`src/rtl/conv_rowpair_pool_relu.sv`:
```
// Streaming 2x2 max-pool followed by ReLU.
// Pixels arrive row-major, one per in_valid cycle, for a map W pixels wide.
// On the first row of each pair, horizontal pair maxima go into a line buffer.
// On the second row, each horizontal pair max is combined with the matching
// line-buffer entry. The rectified result is registered and marked with a
// one-cycle out_valid pulse. An odd trailing column is counted but never pooled.
module conv_rowpair_pool_relu #(
  parameter int In_d_W = 32,
  parameter int W      = 26
) (
  input  logic                     clk,
  input  logic                     clr,
  input  logic                     in_valid,
  input  logic signed [In_d_W-1:0] in_data,
  output logic                     out_valid,
  output logic signed [In_d_W-1:0] out_data
);

  localparam int NPOOL = W / 2;
  localparam int COL_W = $clog2(W);
  localparam int K_W   = (NPOOL > 1) ? $clog2(NPOOL) : 1;

  logic [COL_W-1:0]         col;
  logic                     parity;
  logic signed [In_d_W-1:0] hold;
  logic signed [In_d_W-1:0] linebuf [NPOOL];

  logic [K_W-1:0]           k_idx;
  logic                     odd_col;
  logic                     last_col;
  logic signed [In_d_W-1:0] pair_max;
  logic signed [In_d_W-1:0] lb_rd;
  logic signed [In_d_W-1:0] window_max;
  logic signed [In_d_W-1:0] relu_val;

  // Window decode and datapath: pair max, 2x2 max and rectification.
  // NOTE: every always_comb output gets a default first, so no path leaves a
  // signal unassigned and no latch is inferred.
  always_comb begin
    k_idx      = K_W'(col >> 1);
    odd_col    = col[0];
    last_col   = (col == COL_W'(W - 1));
    pair_max   = (hold > in_data) ? hold : in_data;
    lb_rd      = linebuf[k_idx];
    window_max = (pair_max > lb_rd) ? pair_max : lb_rd;
    relu_val   = window_max[In_d_W-1] ? '0 : window_max;
  end

  // Column counter, row parity and even-column hold register.
  // NOTE: sequential state uses non-blocking assignments so every register
  // samples the pre-edge values, independent of statement order.
  always_ff @(posedge clk or posedge clr) begin
    if (clr) begin
      col    <= '0;
      parity <= 1'b0;
      hold   <= '0;
    end else if (in_valid) begin
      if (!odd_col) begin
        hold <= in_data;
      end
      if (last_col) begin
        col    <= '0;
        parity <= ~parity;
      end else begin
        col <= col + COL_W'(1);
      end
    end
  end

  // Line buffer: pair maxima of the first row of each pair.
  // NOTE: the line buffer is deliberately not reset; every entry is written
  // during the first row before the second row reads it, and leaving it out
  // of reset lets it map onto plain storage.
  always_ff @(posedge clk) begin
    if (in_valid && !parity && odd_col) begin
      linebuf[k_idx] <= pair_max;
    end
  end

  // Registered output: pulse on each odd second-row pixel, hold data otherwise.
  always_ff @(posedge clk or posedge clr) begin
    if (clr) begin
      out_valid <= 1'b0;
      out_data  <= '0;
    end else begin
      out_valid <= 1'b0;
      if (in_valid && parity && odd_col) begin
        out_valid <= 1'b1;
        out_data  <= relu_val;
      end
    end
  end

endmodule

```
`config.mk`:
```
export PLATFORM = sky130hd
export DESIGN_NAME = conv_rowpair_pool_relu
export DESIGN_NICKNAME = d
export VERILOG_FILES = /design/src/rtl/conv_rowpair_pool_relu.sv
export SDC_FILE = /design/constraint.sdc
export NUM_CORES = 1
export LEC_CHECK = 0
export CORE_MARGIN = 1.5
export CORE_UTILIZATION = 30
export CTS_CLUSTER_SIZE = 40
export DETAILED_ROUTE_END_ITERATION = 10
export GPL_TIMING_DRIVEN = 0
export MAX_ROUTING_LAYER = met4
export PLACE_DENSITY = 0.54
export SYNTH_ARGS = -nofsm -noshare
export SYNTH_HDL_FRONTEND = slang
export SYNTH_SLANG_ARGS = --single-unit
```
`constraint.sdc`:
```
create_clock -name clk -period 6.2 [get_ports clk]
set_input_delay 1.24 -clock clk [delete_from_list [all_inputs] [get_ports clk]]
set_output_delay 1.24 -clock clk [all_outputs]
set_load 0.01 [all_outputs]
```
Word level (Yosys, flattened, before mapping):

Memories as Yosys holds them, arrays and structs flattened.
Index checks and enable logic that the tools add are counted.

* bitwise logic cells: 2
* $lt $le $gt $ge: 2
* eq/ne operators: 1
* $add $sub $neg: 1
* reductions and logical operators: 7
* multiplexer cells: 7

Operators by type and width (count)
* 32-bit > comparator: 2
* 32-bit 2-to-1 mux: 2
* 31-bit 2-to-1 mux: 1
* 5-bit by 1-bit adder with 5-bit output, second input constant: 1
* 5-bit == test, second input constant: 1
* 5-bit 2-to-1 mux: 1
* 1-bit logical AND: 4
* 2-bit AND reduction: 2
* 1-bit 2-to-1 mux: 3
* 1-bit NOT: 2
* 1-bit logical NOT: 1

* input port bits: 35
* memories: 1
* output and inout port bits: 33
* bits in registers: 71
* RAM bits: 416

Memories
* linebuf: depth 13, bits a word 32, read ports 1, clocked after Yosys merged registers in 0, write ports 1, line 26 `logic signed [In_d_W-1:0] linebuf [NPOOL];`

Longest topological paths before layout:

* word-level depth: 5
* mapped depth: 26

Worst setup path before layout:

OpenSTA, ideal clock, no wires.

* kind: input to register
* start point: input in_data[15]
* end point: register out_data[30]
* buffers on the path: 4
* stages: 25
* data required time: 6.074 ns
* path slack: -0.263 ns
* arrival: 6.337 ns
* library setup time: 0.126 ns
* cells stage by stage: inv_1 > ha_1 > nand4_1 > or4_1 > a21oi_1 > o41ai_1 > nand3_1 > and2_1 > clkbuf_1 > clkbuf_1 > buf_1 > nand2_1 > o21ai_0 > ha_1 > a211oi_1 > o21bai_1 > a211oi_1 > o21ai_0 > a211oi_1 > mux2i_1 > nand2_1 > a211oi_1 > buf_2 > a22oi_1 > a221o_1

* cells in the longest elaborated chain, start to end: 5

Ends and longest elaborated chain
* start: declaration: line 14 `input logic signed [In_d_W-1:0] in_data,`
* 32-bit > comparator: line 43 `pair_max = (hold > in_data) ? hold : in_data;`
* 32-bit 2-to-1 mux: line 43
* named net pair_max[17]: line 31 `logic signed [In_d_W-1:0] pair_max;`
* 32-bit > comparator: line 45 `window_max = (pair_max > lb_rd) ? pair_max : lb_rd;`
* 32-bit 2-to-1 mux: line 45
* 31-bit 2-to-1 mux: line 46 `relu_val = window_max[In_d_W-1] ? '0 : window_max;`
* end signal: assignment: line 89 `out_data <= relu_val;`
* end: declaration: line 16 `output logic signed [In_d_W-1:0] out_data`

The timed path passes the listed nets, and every way through them passes these cells.
A chain may end at the register's enable or synchronous reset.

Worst setup path after layout:

* start point: input in_data[17]
* end point: register out_data[17]

* cells in the longest elaborated chain, start to end: 5

Ends and longest elaborated chain (line)
* 32-bit > comparator: 43
* 32-bit 2-to-1 mux (*): 43
* 32-bit > comparator: 45
* 32-bit 2-to-1 mux (*): 45
* 31-bit 2-to-1 mux (*): 46

Every way passes the cells marked *; elsewhere a longest branch is shown, timed or not.

==> summary.txt <==
Hold Crit Class - flop to flop
first drt pass iteration count - 7
Setup crit start - in_data[17]
Die H - 268 um
I/O pins - 68
Seq cells post-synth - 486
Setup violations, final - 0
clk_skew - 24.8 ps
mapped cell area - 21000 um2
CP dominant cell by count - buf_4
Routed WL per cell - 25.8 um
Tot GR Track Use - 0.180
Worst setup EP type - flop
Critical Path AT - 6660 ps
GRT met1 Usage - 0.238
met3 Usage GRT - 0.0237
async set or reset register ratio after synthesis - 0.144
Initial DRC Count - 1408
yosys warns - 0
Worst Path Required - 6680 ps
M2 GR Usage - 0.290
CTS Sinks - 486
CTS root buf - clkbuf_16
Period minus WS final - 6190 ps
Placer Congestion - 0.883
status - complete, no violations
f_max - 0.162 GHz
worst slack at placement - -3000 ps
global-route wire length before repair - 89.6 mm
Unique masters post-synth - 51
Final Non-Filler Cells - 2398
Fin. Hold Viols - 0
DIE WIDTH - 268 um
Placeable Area - 69100 um2
Startpoint Class - primary input
grt ovf - 0
dominant cell type by area after synthesis - edfxtp_1
CTS Buf Count - 50
layout cells sized above 1 - 0.282
Max H-tree Level - 2
final period utilization - 0.998
Synth top area share - 0.594
dpl hpwl - 42.8 mm
Syn-to-layout area delta - 23.6%
syn nets - 1334
Seq/Total Area, Yosys - 0.677
Pwr per Cell Area - 503 nW/um2
nets - 1525
initial antenna violation count - 1
crit-path max cell delay - 330 ps
# diodes - 0
maximum VDD drop - 297 uV
top post-synthesis cells by area - edfxtp_1 59%, mux4_2 14%, dfrtp_1 8.3%, ha_1 3.9%, mux2_2 1.7%
hold_sp - parity
synth cell count leaders - 416 x edfxtp_1, 128 x mux4_2, 70 x dfrtp_1
Buffers on Ports - 66
slew margin rel. - 0.167
CTS tree - yes
top-count cell post-synth - edfxtp_1
FF-to-FF Start - col[2]
P_leak - 9.08 nW
Worst-Margin Slew - 1250 ps
DRC - 0
die area - 71700 um2
num rows - 96
top fanout value on the critical path - 10
Slew Viols, Final - 0
placed cells - 2266
Crit-path slowest cell - ha_1
number of max-cap violations - 0
antenna-violating nets left - 0
ys flop type - edfxtp_1
vias - 12500
final worst slack - 13.9 ps
routed wire length - 61.8 mm
number of global-route vias before repair - 12900
Initial Util - 0.305
Worst-path clk slew - 60 ps
Worst-Skew Late Latency - 620 ps
Longest Clk Path Bufs - 3
Setup CP Type - primary input to flop
Cells after Synth - 1234
WHS - 503 ps
Post-synth EDFFs - 416
fillers - 6336
Final Util - 0.377
synthesized area per cell - 17.1 um2
vias per inst - 5.23
largest net degree at the start of global routing - 40
grt peak-use layer - met2
## stage by stage
step | power [mW] | TNS (ps) | instance area (um2)
finish | 13.1 | 0 | 26000
global route | 13.7 | -92.7 | 26000
CTS | 13.0 | 0 | 25900
detailed placement | 9.39 | -90570 | 23500
global placement | 9.24 | -524170 | 22900
floorplan | 7.57 | 0 | 21100
## registers in the layout, summed over array words and instances (netlist names)
name,cells
linebuf,416
hold,32
out_data,31
col,5
out_valid,1
parity,1
## repair_timing
action                                  CTS  global route
gates resized for setup                 104            75
hold buffers                              0             0
cloned                                    0             0
endpoints found under the setup margin   31            31
endpoints found under the hold margin     0             0
buffers inserted                         32             7
pin swaps                                 7            14
## critical path: cells and delay by family
family | cells | cell delay (ps)
compound gates | 8 | 1840
fa+ha+maj | 1 | 330
simple gates | 2 | 320
buf+inv | 21 | 2930
## final timing paths
| kind | slack, ps | endpoint | depth (start not counted) |
|---|---|---|---|
| worst max-delay path | 10 | out_data[17] | 32 |
| worst min-delay path | 500 | parity | 1 |
| min in group asynchronous | 1030 | out_data[4] | 2 |
| worst max register to register | 280 | out_data[17] | 17 |
| max in group asynchronous | 4590 | out_data[16] | 3 |
| worst min register to register | 500 | parity | 1 |
## final cells by class
cell class                 instances  area, um2  area share
tap                              931       1160      0.0448
timing repair buffer             140       1460      0.0562
clock inverter                    26        322      0.0124
buffer                            75        458      0.0176
multi-input combinational        602       6750       0.259
inverter                          70        265      0.0102
sequential                       486      14200       0.548
clock buffer                      68       1350      0.0518
## placed cells by master (no fill, tap or decap), types with 13 or more instances in the layout
master	n
edfxtp_1	416
nand3_1	61
ha_1	61
nand2_1	58
clkbuf_2	13
dlymetal6s2s_1	18
nor3_1	31
nand4_1	15
clkbuf_1	56
a221o_1	28
mux4_2	128
clkbuf_16	53
inv_1	60
dfrtp_1	70
o21ai_4	24
a22oi_1	28
nor2_1	13
a21oi_1	15
buf_4	46
clkdlybuf4s50_1	34
mux2_2	31
buf_6	25
## layer usage
metal  wire, um  vias to the layer above
met5          0                        -
met4       1640                        0
met3       3300                       95
met2      30000                      441
met1      26800                     6656
li1           -                     5350
## where the power goes
group,switching [mW],internal (mW)
clock,1.28,1.82
combinational,3.31,2.18
sequential,0.170,4.33
total,4.76,8.33
## cells by family after synthesis
| group | after synthesis | synth area share |
|---|---|---|
| fa+ha+maj | 65 | 0.0386 |
| other cells | 1 | 0.000178 |
| compound gates | 156 | 0.0521 |
| mux | 160 | 0.154 |
| buf+inv | 146 | 0.0280 |
| flops | 486 | 0.677 |
| xor+xnor | 1 | 0.000416 |
| simple gates | 219 | 0.0498 |
Power figures use the tool's default switching activity.
